File: src/rtl/x_uart_rx_frame.sv
// Frame decoder behind the UART receiver: SYNC, ADDR, DATA_HI, DATA_LO[, CHK] -> one register-write command.
// Optional macro X_UART_RX_FRAME_CHECKSUM_EN adds the trailing XOR checksum byte.
module x_uart_rx_frame #(
    parameter int          p_clk_hz     = 1000000,
    parameter int          p_baud       = 9600,
    parameter int          p_timeout_by = 2,
    parameter logic [7:0]  p_sync       = 8'hA5
) (
    input  logic        i_clk,
    input  logic        i_nrst,
    input  logic        i_valid,
    input  logic [7:0]  i_data,
    output logic        o_wr_valid,
    input  logic        i_wr_ready,
    output logic [7:0]  o_wr_addr,
    output logic [15:0] o_wr_data,
    output logic        o_err_valid,
    output logic [1:0]  o_err_code
);

    localparam int LP_TOP = p_timeout_by * 10 * (p_clk_hz / p_baud);
    localparam int LP_TW  = $clog2(LP_TOP + 1);
    localparam logic [LP_TW-1:0] LP_TOP_M1 = LP_TW'(LP_TOP - 1);

    localparam logic [2:0] S_IDLE = 3'd0;
    localparam logic [2:0] S_ADDR = 3'd1;
    localparam logic [2:0] S_DHI  = 3'd2;
    localparam logic [2:0] S_DLO  = 3'd3;
    localparam logic [2:0] S_CHK  = 3'd4;
    localparam logic [2:0] S_OUT  = 3'd5;

    logic [2:0]       r_state;
    logic [LP_TW-1:0] r_timer;
    logic [7:0]       r_addr;
    logic [7:0]       r_dhi;
    logic [7:0]       r_dlo;
    logic             r_wr_valid;
    logic             r_err_valid;
    logic [1:0]       r_err_code;

    logic [2:0]       w_state_nxt;
    logic [LP_TW-1:0] w_timer_nxt;
    logic             w_wr_valid_nxt;
    logic             w_err_valid;
    logic [1:0]       w_err_code;
    logic             w_ld_addr;
    logic             w_ld_dhi;
    logic             w_ld_dlo;
    logic             w_is_sync;

    assign w_is_sync = i_valid & (i_data == p_sync);

`ifdef X_UART_RX_FRAME_CHECKSUM_EN
    logic [7:0] w_chk;
    assign w_chk = r_addr ^ r_dhi ^ r_dlo;
`endif

    // Next-state, timer, load strobes and error selection
    always_comb begin
        w_state_nxt    = r_state;
        w_timer_nxt    = {LP_TW{1'b0}};
        w_wr_valid_nxt = r_wr_valid;
        w_err_valid    = 1'b0;
        w_err_code     = 2'd0;
        w_ld_addr      = 1'b0;
        w_ld_dhi       = 1'b0;
        w_ld_dlo       = 1'b0;
        case (r_state)
            S_IDLE: begin
                if (w_is_sync) begin
                    w_state_nxt = S_ADDR;
                end else begin
                    w_state_nxt = S_IDLE;
                end
            end
            S_ADDR, S_DHI, S_DLO, S_CHK: begin
                if (i_valid) begin
                    case (r_state)
                        S_ADDR: begin
                            w_ld_addr   = 1'b1;
                            w_state_nxt = S_DHI;
                        end
                        S_DHI: begin
                            w_ld_dhi    = 1'b1;
                            w_state_nxt = S_DLO;
                        end
                        S_DLO: begin
                            w_ld_dlo = 1'b1;
`ifdef X_UART_RX_FRAME_CHECKSUM_EN
                            w_state_nxt = S_CHK;
`else
                            w_state_nxt    = S_OUT;
                            w_wr_valid_nxt = 1'b1;
`endif
                        end
`ifdef X_UART_RX_FRAME_CHECKSUM_EN
                        S_CHK: begin
                            if (i_data == w_chk) begin
                                w_state_nxt    = S_OUT;
                                w_wr_valid_nxt = 1'b1;
                            end else begin
                                w_state_nxt = S_IDLE;
                                w_err_valid = 1'b1;
                                w_err_code  = 2'd2;
                            end
                        end
`endif
                        default: begin
                            w_state_nxt = S_IDLE;
                        end
                    endcase
                end else if (r_timer == LP_TOP_M1) begin
                    // Timer would reach top on this edge: abandon the frame
                    w_state_nxt = S_IDLE;
                    w_err_valid = 1'b1;
                    w_err_code  = 2'd1;
                end else begin
                    w_timer_nxt = r_timer + {{(LP_TW-1){1'b0}}, 1'b1};
                end
            end
            S_OUT: begin
                if (r_wr_valid && i_wr_ready) begin
                    // Byte arriving in the handshake cycle is judged as if already idle
                    w_wr_valid_nxt = 1'b0;
                    if (w_is_sync) begin
                        w_state_nxt = S_ADDR;
                    end else begin
                        w_state_nxt = S_IDLE;
                    end
                end else if (i_valid) begin
                    w_err_valid = 1'b1;
                    w_err_code  = 2'd3;
                end else begin
                    w_state_nxt = S_OUT;
                end
            end
            default: begin
                w_state_nxt    = S_IDLE;
                w_wr_valid_nxt = 1'b0;
            end
        endcase
    end

    // State, payload and output registers
    always_ff @(posedge i_clk) begin
        if (!i_nrst) begin
            r_state     <= S_IDLE;
            r_timer     <= {LP_TW{1'b0}};
            r_addr      <= 8'h00;
            r_dhi       <= 8'h00;
            r_dlo       <= 8'h00;
            r_wr_valid  <= 1'b0;
            r_err_valid <= 1'b0;
            r_err_code  <= 2'd0;
        end else begin
            r_state     <= w_state_nxt;
            r_timer     <= w_timer_nxt;
            r_wr_valid  <= w_wr_valid_nxt;
            r_err_valid <= w_err_valid;
            r_err_code  <= w_err_code;
            if (w_ld_addr) begin
                r_addr <= i_data;
            end
            if (w_ld_dhi) begin
                r_dhi <= i_data;
            end
            if (w_ld_dlo) begin
                r_dlo <= i_data;
            end
        end
    end

    assign o_wr_valid  = r_wr_valid;
    assign o_wr_addr   = r_addr;
    assign o_wr_data   = {r_dhi, r_dlo};
    assign o_err_valid = r_err_valid;
    assign o_err_code  = r_err_code;

endmodule
File: config.mk
export PLATFORM = sky130hd
export DESIGN_NAME = x_uart_rx_frame
export DESIGN_NICKNAME = d
export VERILOG_FILES = /design/src/rtl/x_uart_rx_frame.sv
export SDC_FILE = /design/constraint.sdc
export NUM_CORES = 1
export LEC_CHECK = 0
export ABC_CLOCK_PERIOD_IN_PS = 3500
export CORE_MARGIN = 2
export CORE_UTILIZATION = 53
export CTS_CLUSTER_SIZE = 14
export DETAILED_ROUTE_END_ITERATION = 8
export PLACE_DENSITY = 0.92
export SYNTH_ARGS = -nofsm -noshare
export SYNTH_HDL_FRONTEND = slang
export SYNTH_SLANG_ARGS = --single-unit
File: constraint.sdc
create_clock -name i_clk -period 3.5 [get_ports i_clk]
set_input_delay 0.7 -clock i_clk [delete_from_list [all_inputs] [get_ports i_clk]]
set_output_delay 0.7 -clock i_clk [all_outputs]
set_load 0.05 [all_outputs]
==> impl_metrics.tcl, run 1 <==
set metrics [dict create \
    die_h_um 61.72 \
    crit_buf_inv 1 \
    cts_root_buf "clkbuf_4" \
    status "completed" \
    clockBufferDepth 2 \
    grt.overflow.total 0 \
    drv_cap 0 \
    max_freq_mhz 446.2 \
    finalCritPeriodShare_pct 64.03 \
    place_ws_ns 1.031 \
    num-nets-final 243 \
    clock_latency_ns 0.35 \
    dpl.hpwl_mm 2.708 \
    synth.area.top_cells "dfxtp_1 (48%), nand2_1 (8.9%), a21boi_0 (6.8%)" \
    endpoint_kind "output pin" \
    vias 1444 \
    start_util_pct 56.90 \
    grt_pass1_wl_mm 6.078 \
    cts_sinks 42 \
    min_path_type "reg2reg" \
    async_flop_share_pct 0 \
    period_minus_slack_ns 2.241 \
    cpLargestDelayFamily "buffers and inverters" \
    crit_slowest_cell "clkdlybuf4s50_1" \
    fin_cells 275 \
    syn_inst 193 \
    diodes 0 \
    cts_hold_buffers 0 \
    crit_chain "clkdlybuf4s50_1" \
    wire_per_inst_um 13.73 \
    drive_above_1_share_pct 6.494 \
    crit_required_ns 2.80 \
    p_per_area_mw_per_mm2 361.7 \
    cp_slowest_stage_delay_ns 0.81 \
    routed_wl_mm 3.775 \
    ios 40 \
    layout_common_cells "nand2_1 (42), dfxtp_1 (42), clkdlybuf4s50_1 (39), a21boi_0 (16), nor2_1 (13)" \
    grt_max_degree 33 \
    core.rowCount 20 \
    ant_nets 0 \
    cp.depth 1 \
    synth_area_sq_mm 0.001765 \
    dieArea_sq_mm 0.003809 \
    tightest_slew_ns 0.6354 \
    seq_area_frac_synth_pct 47.63 \
    reg2reg_slack_ns 1.73 \
    leakage_nw 0.7179 \
    min_path_cells 2 \
    htreeDepth 2 \
    syn_nets 206 \
    drc 0 \
    yosysWarnings 0 \
    die_x_um 61.72 \
    dr.pass1.iters 4 \
    cts_tree "yes" \
    yosysTopAreaCell "dfxtp_1" \
    cts.clk_slew.worst_paths_ns 0.12 \
    grt_pass1_vias 1306 \
    place_congestion 0.7811 \
    drt-initial-drc-count 83 \
    fin_ws_ns 1.259 \
    fp.coreArea_sq_mm 0.003103 \
    syn_to_final_growth_pct 27.36 \
    numCtsBuffers 5 \
    synth_seq_cells 42 \
    yosysUniqueCellTypes 38 \
    rsz0062_at_grt "no" \
    cts_setup_buffers 0 \
    syn_avg_cell_area_sq_um 9.147 \
    finalHoldViolations 0 \
    post_cts_resized 0 \
    crit_type "reg2out" \
    grt_usage_pct 21.59 \
    slew_viol_final 0 \
    antenna_found_initial 0 \
    via_per_inst 5.251 \
    setup_violations 0 \
    fin_setup_tns_ns 0 \
    synth_edf_count 0 \
    skew_ns 0.01045 \
    ff2ff_path_depth 4 \
    synth_top_area_share_pct 47.63 \
    ir_drop_uv 287.4 \
    crit_path_start_kind "flop" \
    dp_cells 267 \
    synth_ff_type "dfxtp_1" \
    max_slew_margin_pct 57.38 \
    critPathArrivalTime_ns 1.54 \
    crit_fanout 3 \
    port_buffers 39 \
]
==> through the flow <==
| step | hold slack [ns] | power (W) | instance area (sq um) | utilization [%] |
|---|---|---|---|---|
| final | 0.4695 | 0.0008134 | 2248 | 72.46 |
| after global placement | 0.4424 | 0.0005182 | 2171 | 69.96 |
| after CTS | 0.4733 | 0.0008152 | 2248 | 72.46 |
| after floorplan | 0.4299 | 0.0004976 | 1765 | - |
| after global routing | 0.4938 | 0.0008423 | 2248 | 72.46 |
| after detailed placement | 0.4543 | 0.0005182 | 2171 | 69.96 |
==> report_power, final <==
group,switching (W),internal (W)
registers,0.0000000822,0.000478
clock network,0.000157,0.000148
logic,0.0000137,0.0000165
total,0.000171,0.000643
==> area by class of cell <==
| class | count | area, sq um |
|---|---|---|
| fillers | 256 | 854.6 |
| inverters | 1 | 3.754 |
| multi-input cells | 139 | 865.8 |
| clock inverters | 3 | 40.04 |
| repair buffers | 41 | 405.4 |
| flip-flops and latches | 42 | 840.8 |
| clock buffers | 5 | 37.54 |
| well taps | 44 | 55.05 |
==> flip-flops by register name, indices dropped and copies added (netlist names) <==
register / count
o_err_code: 2
r_state: 3
o_wr_valid: 1
r_dlo: 8
r_timer: 12
o_wr_addr: 8
r_dhi: 8
==> cell families after synthesis <==
group                      Yosys count  synth area share (%)
buffers and inverters               12                 3.330
xor gates and xnor gates            11                 5.457
AOI/OAI and AO/OA                   25                 11.20
and+or+nand+nor                     93                 26.58
muxes                                9                 5.103
DFF                                 42                 47.63
adders and majority gates            1                0.7086
==> per-layer routing <==
layer  GRT usage (%)  wire length (um)  vias to the layer above  part of all wire [%]
met5               0                 0                        -                     0
met4           8.511                61                        0                   1.6
met3           3.313               130                        9                   3.4
met2           36.24              1854                       41                    49
met1           27.91              1729                      666                    46
li1                -                 -                      728                     -
==> path summary, 6_finish.rpt <==
path,to,from
worst min register to register,r_dlo[7],r_dlo[7]
worst max-delay path,o_wr_valid,o_wr_valid
worst max register to register,r_timer[10],r_state[0]
worst min-delay path,r_dlo[7],r_dlo[7]
==> worst register-to-register path, cell delays in order, from the launching register on <==
cell,delay (ns)
dfxtp_1,0.55
nor3_1,0.15
nor3_1,0.37
nand3_1,0.41
nor2_1,0.23
==> synth_stat cells (2+ instances only) <==
library cell,instances
dfxtp_1,42
nand2_1,42
a21boi_0,16
nor2_1,13
nor2b_1,10
mux2i_1,9
xor2_1,6
buf_2,5
xnor2_1,5
clkbuf_1,4
nand3_1,4
nor3_1,4
nand4_1,3
nor4_1,3
and3_1,2
buf_4,2
nand2b_1,2
Power figures use the tool's default switching activity.
==> run 2, diff against run 1 <==
==> config.mk (replaced) <==
export PLATFORM = sky130hd
export DESIGN_NAME = x_uart_rx_frame
export DESIGN_NICKNAME = d
export VERILOG_FILES = /design/src/rtl/x_uart_rx_frame.sv
export SDC_FILE = /design/constraint.sdc
export NUM_CORES = 1
export LEC_CHECK = 0
export ABC_CLOCK_PERIOD_IN_PS = 2210
export CORE_MARGIN = 2
export CORE_UTILIZATION = 49
export CTS_CLUSTER_SIZE = 14
export DETAILED_ROUTE_END_ITERATION = 8
export PLACE_DENSITY = 0.86
export SYNTH_ARGS = -nofsm -noshare
export SYNTH_HDL_FRONTEND = slang
export SYNTH_SLANG_ARGS = --single-unit
==> constraint.sdc (replaced) <==
create_clock -name i_clk -period 2.21 [get_ports i_clk]
set_input_delay 0.442 -clock i_clk [delete_from_list [all_inputs] [get_ports i_clk]]
set_output_delay 0.442 -clock i_clk [all_outputs]
set_load 0.05 [all_outputs]
==> run 2 against run 1 <==
Against the previous run:
- global-route usage shrank 2.7 points
- combinational power grew 59%
- power grew 60%
- sequential power grew 58%
- final cell count grew 2.2%
- via count shrank 1.2%
- critical path depth is the same
- hold slack is essentially flat
- core utilization shrank 4.8 points
- non-clock buffer count grew 5
- die area grew 7.6%
==> impl_metrics.tcl, run 2 (synthesis results as in run 1) <==
set metrics [dict create \
    port_buffers 39 \
    place_congestion 0.8297 \
    drv_cap 0 \
    final_core_util_pct 67.63 \
    slew_viol_final 0 \
    num-nets-final 248 \
    dp_cells 274 \
    fp.coreArea_sq_mm 0.003390 \
    min_path_type "reg2reg" \
    ant_nets 0 \
    drive_above_1_share_pct 8.085 \
    fin_cells 281 \
    finalHoldViolations 0 \
    tightest_slew_ns 0.5322 \
    clockBufferDepth 2 \
    rsz0062_at_grt "no" \
    critPathArrivalTime_ns 1.54 \
    p_int_w 0.001047 \
    numCtsBuffers 5 \
    pwr-share-comb_pct 3.7 \
    hold-worst-slack_ns 0.4697 \
    dpl.hpwl_mm 2.616 \
    seq_power_share_pct 58.3 \
    fin_setup_tns_ns 0 \
    cts_hold_buffers 0 \
    vias 1426 \
    antenna_found_initial 0 \
    grt_pass1_wl_mm 6.009 \
    crit_required_ns 1.77 \
    largest_register "r_timer" \
    fill_cells 257 \
    cpLargestDelayFamily "buffers and inverters" \
    routed_wl_mm 3.548 \
    crit_slowest_cell "clkdlybuf4s50_1" \
    grt_usage_pct 18.90 \
    ir_drop_uv 296.1 \
    drc 0 \
    endpoint_kind "output pin" \
    cts_tree "yes" \
    grt_max_degree 15 \
    ios 40 \
    pwr-share-clk_pct 38.0 \
    max_freq_mhz 505.1 \
    leakage_nw 0.7426 \
    cts_sinks 42 \
    max_slew_margin_pct 64.41 \
    largest_reg_flops 12 \
    status "completed" \
    clock_latency_ns 0.34 \
    start_util_pct 52.09 \
    skew_ns 0.004776 \
    die_h_um 64.03 \
    layout_common_cells "nand2_1 (42), dfxtp_1 (42), clkdlybuf4s50_1 (39), a21boi_0 (16), nor2_1 (13)" \
    finalCritPeriodShare_pct 89.58 \
    cts.clk_slew.worst_paths_ns 0.11 \
    period_minus_slack_ns 1.980 \
    p_switching_w 0.0002499 \
    drt-initial-drc-count 76 \
    cp_slowest_stage_delay_ns 0.83 \
    dr.pass1.iters 4 \
    p_per_area_mw_per_mm2 566.0 \
    dieArea_sq_mm 0.004099 \
    setup_violations 0 \
    syn_to_final_growth_pct 29.84 \
    wire_per_inst_um 12.63 \
    crit_fanout 2 \
    cts_setup_buffers 0 \
    core.rowCount 21 \
    diodes 0 \
    crit_type "reg2out" \
    via_per_inst 5.075 \
    crit_chain "clkdlybuf4s50_1" \
    grt_pass1_vias 1301 \
    crit_path_start_kind "flop" \
    htreeDepth 2 \
    grt.overflow.total 0 \
    cts_root_buf "clkbuf_4" \
    post_cts_resized 0 \
    swShare_pct 19.27 \
    crit_buf_inv 1 \
    die_x_um 64.03 \
]
==> run 2: changes by cell type in the layout (fill, tap and decap cells not counted) <==
cell / change
clkinv_2: -2
buf_4: +5
clkbuf_8: +1
==> run 2: worst paths after layout <==
path | startpoint | end | slack (ns) | cells past startpoint
setup / recovery | o_wr_addr[3] | o_wr_addr[3] | 0.23 | 1
hold / removal | r_dhi[6] | r_dhi[6] | 0.47 | 2
setup reg to reg | r_timer[0] | o_err_code[0] | 0.50 | 5
hold reg to reg | r_dhi[6] | r_dhi[6] | 0.47 | 2
==> run 2: power groups by stage <==
stage / logic [W] / clock network (W) / registers [W]
4_1_cts: 0.0000481 / 0.000507 / 0.000757
6_report: 0.0000480 / 0.000493 / 0.000757
3_5_place_dp: 0.0000477 / 0 / 0.000774
5_1_grt: 0.0000517 / 0.000544 / 0.000757
3_3_place_gp: 0.0000478 / 0 / 0.000774
2_1_floorplan: 0.0000138 / 0 / 0.000774
==> run 2: layout make-up <==
type / instances / area (sq um) / share of cell area (%)
clock buffer: 6 / 51.30 / 2.238
clock inverter: 1 / 30.03 / 1.310
inverter: 1 / 3.754 / 0.1638
multi-input combinational: 139 / 865.8 / 37.77
sequential: 42 / 840.8 / 36.68
tap: 46 / 57.56 / 2.511
timing repair buffer: 46 / 442.9 / 19.32
==> run 2: through the flow <==
step | instance area, sq um | total power (W) | setup slack, ns
floorplan | 1765 | 0.0007880 | 0.6768
global placement | 2211 | 0.0008218 | 0.2196
detailed placement | 2211 | 0.0008217 | 0.2052
CTS | 2292 | 0.001312 | 0.2129
global route | 2292 | 0.001353 | 0.1597
finish | 2292 | 0.001297 | 0.2303
==> run 2: per-layer routing <==
metal	part of all wire, %	up-vias	GRT usage, %
met5	0	-	0
met4	1.6	0	6.793
met3	4.8	5	5.634
met2	47	36	29.69
met1	46	648	24.55
li1	-	737	-
==> run 3, diff against run 2 <==
--- a/config.mk
+++ b/config.mk
@@ -6,11 +6,13 @@
 export NUM_CORES = 1
 export LEC_CHECK = 0
 export ABC_CLOCK_PERIOD_IN_PS = 2210
-export CORE_MARGIN = 2
+export CORE_MARGIN = 4
 export CORE_UTILIZATION = 49
 export CTS_CLUSTER_SIZE = 14
 export DETAILED_ROUTE_END_ITERATION = 8
 export PLACE_DENSITY = 0.86
+export SETUP_SLACK_MARGIN = 0.2
+export SKIP_LAST_GASP = 1
 export SYNTH_ARGS = -nofsm -noshare
 export SYNTH_HDL_FRONTEND = slang
 export SYNTH_SLANG_ARGS = --single-unit
==> run 3 against run 2 <==
Against the previous run:
- combinational power hardly changed
- maximum frequency increased by 0.38%
- via count rose by 0.21%
- sequential power about the same
- first-iteration DRC count increased by 20%
- routed wire length grew 5.2%
- setup slack better by 0.0074 ns
- largest cell class unchanged
- critical endpoint is now o_wr_addr[0]
==> impl_metrics.tcl, run 3 (synthesis results as in run 1) <==
set metrics [dict create \
    routed_wl_mm 3.733 \
    drive_above_1_share_pct 8.085 \
    crit_required_ns 1.77 \
    wire_per_inst_um 13.28 \
    pwr-share-clk_pct 44.0 \
    swShare_pct 18.78 \
    die_h_um 68.03 \
    cts_tree "yes" \
    start_util_pct 51.68 \
    fill_cells 289 \
    cts.clk_slew.worst_paths_ns 0.12 \
    cts_sinks 42 \
    crit_slowest_cell "clkdlybuf4s50_1" \
    port_buffers 39 \
    finalHoldViolations 0 \
    ir_drop_uv 417.7 \
    drt-initial-drc-count 91 \
    grt_usage_pct 18.18 \
    max_slew_margin_pct 64.50 \
    grt.overflow.total 0 \
    fp.coreArea_sq_mm 0.003416 \
    seq_power_share_pct 52.7 \
    place_congestion 0.8650 \
    p_int_w 0.001167 \
    tightest_slew_ns 0.5309 \
    via_per_inst 5.085 \
    status "completed" \
    dpl.hpwl_mm 2.692 \
    dr.pass1.iters 4 \
    clockBufferDepth 2 \
    die_x_um 68.03 \
    fin_setup_tns_ns 0 \
    grt_pass1_wl_mm 6.272 \
    pwr-share-comb_pct 3.3 \
    endpoint_kind "output pin" \
    cp_slowest_stage_delay_ns 0.83 \
    cpLargestDelayFamily "buffers and inverters" \
    slew_viol_final 0 \
    num-nets-final 247 \
    core.rowCount 21 \
    dieArea_sq_mm 0.004627 \
    diodes 0 \
    crit_chain "clkdlybuf4s50_1" \
    critPathArrivalTime_ns 1.53 \
    numCtsBuffers 5 \
    p_per_area_mw_per_mm2 616.2 \
    rsz0062_at_grt "no" \
    ios 40 \
    crit_buf_inv 1 \
    finalCritPeriodShare_pct 89.24 \
    syn_to_final_growth_pct 32.11 \
    cts_root_buf "clkbuf_4" \
    vias 1429 \
    setup_violations 0 \
    largest_register "r_timer" \
    ant_nets 0 \
    skew_ns 0.004517 \
    leakage_nw 0.8825 \
    final_core_util_pct 68.28 \
    crit_path_start_kind "flop" \
    cts_hold_buffers 0 \
    htreeDepth 2 \
    grt_pass1_vias 1329 \
    min_path_type "reg2reg" \
    drc 0 \
    crit_fanout 2 \
    drv_cap 0 \
    grt_max_degree 14 \
    max_freq_mhz 507.0 \
    antenna_found_initial 0 \
    p_switching_w 0.0002699 \
    crit_type "reg2out" \
    layout_common_cells "nand2_1 (42), dfxtp_1 (42), clkdlybuf4s50_1 (32), a21boi_0 (16), nor2_1 (13)" \
    period_minus_slack_ns 1.972 \
    clock_latency_ns 0.35 \
    largest_reg_flops 12 \
]
-- run 3: cell count changes in the layout (fill, tap and decap cells not counted), sizes merged --
cell and delta:
clkdlybuf4s50 -7, dlymetal6s2s +7, buf -1, bufinv +1
-- run 3: what timing repair did --
item / in CTS / in global routing
setup buffers: 0 / 0
endpoints found under the hold margin: 0 / 0
setup endpoints to repair: 0 / 7
resized for setup: 0 / 7
-- run 3: through the flow --
step           std cells  instance area, sq um  total power [W]  worst slack [ns]  hold WS, ns
5_1_grt              281                  2332         0.001480            0.2020       0.4966
6_report             281                  2332         0.001437            0.2377       0.4693
3_3_place_gp         273                  2203        0.0008208            0.2286       0.4456
3_5_place_dp         273                  2203        0.0008215            0.1981       0.4549
2_1_floorplan        193                  1765        0.0007880            0.6768       0.4299
4_1_cts              281                  2315         0.001447            0.2085       0.4721
-- run 3: worst paths after layout --
kind / start / endpoint / slack (ns) / cells after the start
worst max-delay path: o_wr_addr[0] / o_wr_addr[0] / 0.24 / 1
worst min-delay path: r_dlo[5] / r_dlo[5] / 0.47 / 2
worst max register to register: r_timer[0] / o_err_code[0] / 0.52 / 5
worst min register to register: r_dlo[5] / r_dlo[5] / 0.47 / 2
-- run 3: power groups by stage --
stage / clock, W / combinational [W] / sequential (W)
finish: 0.000632 / 0.0000481 / 0.000757
floorplan: 0 / 0.0000138 / 0.000774
global route: 0.000672 / 0.0000510 / 0.000757
CTS: 0.000642 / 0.0000478 / 0.000757
global placement: 0 / 0.0000468 / 0.000774
detailed placement: 0 / 0.0000475 / 0.000774
-- run 3: area by class of cell --
type | count | area (sq um) | share of cell area, %
multi-input cells | 139 | 865.8 | 37.12
flip-flops and latches | 42 | 840.8 | 36.05
inverters | 1 | 3.754 | 0.1609
clock inverters | 2 | 60.06 | 2.575
repair buffers | 45 | 452.9 | 19.42
well taps | 46 | 57.56 | 2.468
clock buffers | 6 | 51.30 | 2.200
-- run 3: metal layers --
metal	GRT usage (%)	vias to the layer above	routed length [um]
met5	0	-	0
met4	5.955	0	63
met3	4.762	6	175
met2	28.52	33	1745
met1	24.24	654	1749
li1	-	736	-
